File: src/rtl/aes_mode_sequencer_if.sv
// Request-side and AES-core-side signals of the mode sequencer, bundled for port connection.
// The slave modport is the sequencer's view; the master modport is the surrounding environment's view.
interface aes_mode_sequencer_if #(
    parameter int N_BLOCKS = 4
);
    logic                    start;
    logic                    cntrl;
    logic [127:0]            key;
    logic [127:0]            counter;
    logic [127:0]            iv;
    logic [N_BLOCKS*128-1:0] data;
    logic [N_BLOCKS*128-1:0] out;
    logic                    done;
    logic                    busy;
    logic                    core_start;
    logic [127:0]            core_key;
    logic [127:0]            core_in;
    logic [127:0]            core_out;
    logic                    core_done;

    modport slave (
        input  start, cntrl, key, counter, iv, data, core_out, core_done,
        output out, done, busy, core_start, core_key, core_in
    );

    modport master (
        output start, cntrl, key, counter, iv, data, core_out, core_done,
        input  out, done, busy, core_start, core_key, core_in
    );
endinterface

File: src/rtl/aes_mode_sequencer.sv
// Drives a single-block AES-128 encrypt core over N_BLOCKS blocks in CTR (cntrl=0) or CBC (cntrl=1) mode.
// All request inputs are latched on the accepted start; every output is a register.
module aes_mode_sequencer #(
    parameter int N_BLOCKS = 4
) (
    input  logic                 i_clk,
    input  logic                 i_rst,
    aes_mode_sequencer_if.slave  bus
);
    localparam int W     = N_BLOCKS * 128;
    localparam int BLK_W = (N_BLOCKS > 1) ? $clog2(N_BLOCKS) : 1;
    localparam logic [BLK_W-1:0] LAST_BLK = BLK_W'(N_BLOCKS - 1);

    typedef enum logic [1:0] {
        ST_IDLE  = 2'd0,
        ST_ISSUE = 2'd1,
        ST_WAIT  = 2'd2,
        ST_FIN   = 2'd3
    } state_t;

    state_t             r_state;
    state_t             w_next_state;
    logic               r_mode;
    logic [127:0]       r_key;
    logic [127:0]       r_ctr;
    logic [127:0]       r_chain;
    logic [W-1:0]       r_data;
    logic [BLK_W-1:0]   r_blk;
    logic [W-1:0]       r_out;
    logic               r_done;
    logic               r_busy;
    logic               r_core_start;
    logic [127:0]       r_core_in;
    logic [127:0]       w_core_in_next;
    logic [BLK_W-1:0]   w_next_blk;
    logic               w_last;

    assign w_next_blk = r_blk + BLK_W'(1);
    assign w_last     = (r_blk == LAST_BLK);

    // Next state, plus the core input for the block about to be issued (prepared on the edge into ISSUE).
    always_comb begin
        w_next_state   = r_state;
        w_core_in_next = r_core_in;
        case (r_state)
            ST_IDLE: begin
                if (bus.start) begin
                    w_next_state   = ST_ISSUE;
                    w_core_in_next = bus.cntrl ? (bus.data[127:0] ^ bus.iv) : bus.counter;
                end else begin
                    w_next_state   = ST_IDLE;
                end
            end
            ST_ISSUE: begin
                w_next_state = ST_WAIT;
            end
            ST_WAIT: begin
                if (bus.core_done) begin
                    if (w_last) begin
                        w_next_state = ST_FIN;
                    end else begin
                        w_next_state   = ST_ISSUE;
                        // The chain for CBC is this block's result, still only on core_out this cycle.
                        w_core_in_next = r_mode ? (r_data[{w_next_blk, 7'd0} +: 128] ^ bus.core_out)
                                                : (r_ctr + 128'd1);
                    end
                end else begin
                    w_next_state = ST_WAIT;
                end
            end
            ST_FIN: begin
                w_next_state = ST_IDLE;
            end
            default: begin
                w_next_state = ST_IDLE;
            end
        endcase
    end

    // State register, request latches, per-block result update and registered outputs.
    always_ff @(posedge i_clk) begin
        if (i_rst) begin
            r_state      <= ST_IDLE;
            r_mode       <= 1'b0;
            r_key        <= 128'd0;
            r_ctr        <= 128'd0;
            r_chain      <= 128'd0;
            r_data       <= '0;
            r_blk        <= '0;
            r_out        <= '0;
            r_done       <= 1'b0;
            r_busy       <= 1'b0;
            r_core_start <= 1'b0;
            r_core_in    <= 128'd0;
        end else begin
            r_state      <= w_next_state;
            r_busy       <= (w_next_state != ST_IDLE);
            r_done       <= (w_next_state == ST_FIN);
            r_core_start <= (w_next_state == ST_ISSUE);
            r_core_in    <= w_core_in_next;
            if ((r_state == ST_IDLE) && bus.start) begin
                r_mode  <= bus.cntrl;
                r_key   <= bus.key;
                r_ctr   <= bus.counter;
                r_chain <= bus.iv;
                r_data  <= bus.data;
                r_blk   <= '0;
                r_out   <= '0;
            end else if ((r_state == ST_WAIT) && bus.core_done) begin
                if (r_mode) begin
                    r_out[{r_blk, 7'd0} +: 128] <= bus.core_out;
                    r_chain                     <= bus.core_out;
                end else begin
                    r_out[{r_blk, 7'd0} +: 128] <= bus.core_out ^ r_data[{r_blk, 7'd0} +: 128];
                    r_ctr                       <= r_ctr + 128'd1;
                end
                if (!w_last) begin
                    r_blk <= w_next_blk;
                end
            end
        end
    end

    assign bus.out        = r_out;
    assign bus.done       = r_done;
    assign bus.busy       = r_busy;
    assign bus.core_start = r_core_start;
    assign bus.core_key   = r_key;
    assign bus.core_in    = r_core_in;
endmodule

File: src/flat_wrapper.sv
// flat-port wrapper written by rule: the top's interface ports become plain ports
module aes_mode_sequencer_flat 
#(
    parameter int N_BLOCKS = 4
)
  (i_clk, i_rst, bus_start, bus_cntrl, bus_key, bus_counter, bus_iv, bus_data, bus_core_out, bus_core_done, bus_out, bus_done, bus_busy, bus_core_start, bus_core_key, bus_core_in);
  aes_mode_sequencer_if #(.N_BLOCKS(N_BLOCKS)) bus_i ();
  input  logic i_clk;
  input  logic i_rst;
  input wire logic [$bits(bus_i.start)-1:0] bus_start;
  input wire logic [$bits(bus_i.cntrl)-1:0] bus_cntrl;
  input wire logic [$bits(bus_i.key)-1:0] bus_key;
  input wire logic [$bits(bus_i.counter)-1:0] bus_counter;
  input wire logic [$bits(bus_i.iv)-1:0] bus_iv;
  input wire logic [$bits(bus_i.data)-1:0] bus_data;
  input wire logic [$bits(bus_i.core_out)-1:0] bus_core_out;
  input wire logic [$bits(bus_i.core_done)-1:0] bus_core_done;
  output wire logic [$bits(bus_i.out)-1:0] bus_out;
  output wire logic [$bits(bus_i.done)-1:0] bus_done;
  output wire logic [$bits(bus_i.busy)-1:0] bus_busy;
  output wire logic [$bits(bus_i.core_start)-1:0] bus_core_start;
  output wire logic [$bits(bus_i.core_key)-1:0] bus_core_key;
  output wire logic [$bits(bus_i.core_in)-1:0] bus_core_in;
  assign bus_i.start = bus_start;
  assign bus_i.cntrl = bus_cntrl;
  assign bus_i.key = bus_key;
  assign bus_i.counter = bus_counter;
  assign bus_i.iv = bus_iv;
  assign bus_i.data = bus_data;
  assign bus_i.core_out = bus_core_out;
  assign bus_i.core_done = bus_core_done;
  assign bus_out = bus_i.out;
  assign bus_done = bus_i.done;
  assign bus_busy = bus_i.busy;
  assign bus_core_start = bus_i.core_start;
  assign bus_core_key = bus_i.core_key;
  assign bus_core_in = bus_i.core_in;
  aes_mode_sequencer #(.N_BLOCKS(N_BLOCKS)) u_core (.i_clk(i_clk), .i_rst(i_rst), .bus(bus_i));
endmodule
File: config.mk
export PLATFORM = sky130hd
export DESIGN_NAME = aes_mode_sequencer_flat
export DESIGN_NICKNAME = d
export VERILOG_FILES = /design/src/rtl/aes_mode_sequencer_if.sv /design/src/rtl/aes_mode_sequencer.sv /design/src/flat_wrapper.sv
export SDC_FILE = /design/constraint.sdc
export NUM_CORES = 2
export LEC_CHECK = 0
export CORE_AREA = 5 5 696 698
export CTS_CLUSTER_SIZE = 30
export DETAILED_ROUTE_END_ITERATION = 8
export DIE_AREA = 0 0 701 703
export DONT_BUFFER_PORTS = 1
export MAX_ROUTING_LAYER = met4
export PLACE_DENSITY = 0.36
export SETUP_SLACK_MARGIN = 0.1
export SKIP_LAST_GASP = 1
export SLEW_MARGIN = 20
export SYNTH_ARGS = -nofsm -noshare
export SYNTH_HDL_FRONTEND = slang
export SYNTH_SLANG_ARGS = --single-unit
File: constraint.sdc
create_clock -name i_clk -period 4.2 [get_ports i_clk]
set_clock_uncertainty 0.15 [all_clocks]
set_input_delay 1.26 -clock i_clk [delete_from_list [all_inputs] [get_ports i_clk]]
set_output_delay 1.26 -clock i_clk [all_outputs]
set_load 0.05 [all_outputs]
==> run metrics <==
outcome=completed; flop2flop setup slack=0.35 ns; crit-path max FO=6; most used cell, CP=or4_4; fmax=259.6 MHz; crit path launch type=register; syn nets=8773; Flop pwr share=40.9%; Layout area overhead=25.70%; Hold Vio Cnt, Final=0; postcts setup bufs=0; dpl cells=13.90k; CTS Sinks=1416; hold depth=2; R2R Path End=u_core.bus.core_in[112]$_SDFFE_PP0P_; CP Data Arrival Time=4.43 ns; async set or reset register ratio after synthesis=0%; Worst Hold End=u_core.r_data[510]$_SDFFE_PP0P_; leading area contributor after synthesis=dfxtp_1; Cell Int Power=26.11 mW; Comb power frac=14.2%; CP endpoint kind=register; Tmin final=3.853 ns; CTS tree=yes; DP HPWL=414300 microns; share of cells above drive strength 1=13.67%; EDFF count, synth=0; FF+latch count, synth=1416; Setup violations, final=0; Clk pwr share=44.9%; maximum VDD drop=0.0003053 V; RSZ-0062 raised after global routing=no; first-pass GRT wire length=640200 microns; P_sw=12.82 mW; PwrDens=471.5 nW/um^2; Iter 0 DRT Violations=6749; Final Non-Filler Cells=14.42k; worst skew pair latency=0.89 ns; maxcap violations=0; vias post-DR=62.34k; Syn Area/Cell=8.486 sq um; Initial Util=13.76%; Final Max Tran Viols=0; Least-Margin Pin Slew=1.292 ns; I/O Pins=1800; final instance area=82550 sq um; Post-Route WL=510600 microns; Worst Hold Class=register to register; Top delay family on crit path=simple AND/OR/NAND/NOR gates; PortBufs=0; synth warn=0; wire per inst=35.40 microns; Critical Path RT=4.78 ns; Setup TNS=0 ns; CP max stage delay=0.69 ns; Slowest-stage cell, CP=or4_4; critical-path cell list=ha_1 > nand4_1 > or4_1 > or4_4 > or4_4 > xnor2_1 > a2111oi_0 > nor3_1; P_leak=26.14 nW; DR vias/cell=4.322; router iterations before antenna repair=7; final period utilization=91.73%; most instantiated cells after synthesis=1670 x nand2_1, 1416 x dfxtp_1, 865 x nor2_1; GPL Wtd Cong=0.9497; CTS H-Tree Depth=4; Cells after Synth=7739; die span in y=703 microns; Synth Flop Type=dfxtp_1; CORE AREA=477300 sq um; register area share after synthesis=43.17%; synth unique cells=64; vias in the first global route=58.42k; Crit Path Category=register to register; switch share=32.93%; CTS root buf=clkbuf_16; DRC errors left=0; Die W=701 microns; reg2reg start=u_core.r_ctr[0]$_SDFFE_PP0P_; Synth Cell Area=65670 sq um; num rows=254; Register-to-Register Path Depth=8; largest net degree at the start of global routing=258; clock-pin slew on the worst setup and hold paths=0.06 ns; Final nets=8726; Synth area leaders=dfxtp_1 43%, nand2_1 9.5%, mux4_2 8.8%; Hold Crit Start=u_core.r_data[510]$_SDFFE_PP0P_; top-area cell type share of the netlist area=43.17%; antenna-violating nets left=0; initial antenna violation count=205; count leader, synth=nand2_1; Post-DP Area=75560 sq um; CTS Buffer Depth=4; GRT Overall Usage=20.13%; CP bufs+invs=0; die area=492800 sq um; grt ovf=0; TritonCTS Buffers=193; max_slew headroom=13.86%
==> what timing repair did <==
item / CTS / global route
gates resized for setup: 0 / 1
hold buffers: 0 / 0
setup endpoints to repair: 0 / 3
==> worst max path at each step <==
stage / startpoint / endpoint / slack [ns] / depth (start not counted)
CTS: u_core.r_ctr[45]$_SDFFE_PP0P_ / u_core.r_ctr[101]$_SDFFE_PP0P_ / 0.29 / 8
detailed placement: u_core.r_ctr[24]$_SDFFE_PP0P_ / u_core.bus.core_in[84]$_SDFFE_PP0P_ / 0.35 / 8
finish: u_core.r_ctr[0]$_SDFFE_PP0P_ / u_core.bus.core_in[112]$_SDFFE_PP0P_ / 0.35 / 8
global placement: u_core.r_ctr[65]$_SDFFE_PP0P_ / u_core.bus.core_in[90]$_SDFFE_PP0P_ / 0.12 / 7
floorplan: u_core.r_blk[0]$_SDFFE_PP0P_ / u_core.bus.core_in[111]$_SDFFE_PP0P_ / 0.13 / 12
global route: u_core.r_ctr[0]$_SDFFE_PP0P_ / u_core.bus.core_in[112]$_SDFFE_PP0P_ / 0.10 / 8
==> power by group through the flow <==
stage | Clock [mW] | Sequential (mW) | Combinational (mW)
floorplan | 0 | 15.6 | 2.78
global placement | 0 | 16.2 | 5.54
detailed placement | 0 | 16.2 | 5.55
CTS | 17.9 | 15.9 | 5.57
global route | 18.4 | 16.0 | 5.88
finish | 17.5 | 15.9 | 5.53
==> cell families (layout without fill, tap and decap cells) <==
group | count (synthesis) | in the layout | share of synthesized area [%]
compound gates | 1739 | 1739 | 16.93
other cells | 0 | 176 | 0
fa+ha+maj | 5 | 5 | 0.09526
simple gates | 3024 | 3024 | 18.93
flops | 1416 | 1416 | 43.17
mux | 256 | 256 | 8.779
xor+xnor | 611 | 611 | 8.149
buf+inv | 688 | 797 | 3.948
==> per-stage QoR <==
step / hold WS (ns) / setup WS [ns] / total power [mW] / util [%]
final: 0.3150 / 0.3474 / 38.93 / 17.29
after global routing: 0.2656 / 0.1031 / 40.30 / 17.28
after CTS: 0.2275 / 0.2903 / 39.43 / 17.19
after detailed placement: 0.3089 / 0.3467 / 21.76 / 15.83
after global placement: 0.3031 / 0.1246 / 21.75 / 15.82
after floorplan: 0.2930 / 0.1311 / 18.42 / -
==> cell usage in the layout (no fill, tap or decap), types with 53 or more instances in the layout <==
cell       Yosys  layout
mux4_2       256     256
o21ai_0      114     114
diode_2        0     176
dfxtp_1     1416    1412
a311oi_1      59      59
nor2_1       865     855
xor2_1       127     127
buf_12         0      53
nand2_1     1670    1667
nand3_1       87      82
a211oi_1     153     153
buf_4          0     375
nor3_1       143     138
o211ai_1      73      73
xnor2_1      484     460
a21oi_1      714     714
clkbuf_16      0     195
a22oi_1      514     514
nand4_1       78      78
==> state kept, by name (all words and copies together) (netlist names), 2 cells and up <==
signal,count
u_core.bus.out,512
u_core.r_data,512
u_core.bus.core_in,128
u_core.bus.core_key,128
u_core.r_ctr,128
u_core.r_blk,2
u_core.r_state,2
==> layout make-up <==
type                            count  area (sq um)
Antenna cell                      176         440.4
Timing Repair Buffer              434          4041
Sequential cell                  1416         28360
Clock inverter                     73         942.2
Multi-Input combinational cell   5635         35160
Tap cell                         6400          8008
Inverter                           12         52.55
Fill cell                       54100        394800
Clock buffer                      278          5552
==> worst reg2reg max path: stages (launching register included) <==
cell and delay [ns]:
dfxtp_1 0.44, ha_1 0.29, nand4_1 0.23, or4_1 0.65
or4_4 0.69, or4_4 0.61, xnor2_1 0.15, a2111oi_0 0.42
nor3_1 0.08
==> layer usage <==
metal	vias to the layer above	wire, microns	global-route usage (%)
met4	0	20460	7.409
li1	27260	-	-
met3	632	46140	6.368
met2	2793	226300	30.12
met5	-	0	-
met1	31660	217800	25.31
Power figures use the tool's default switching activity.
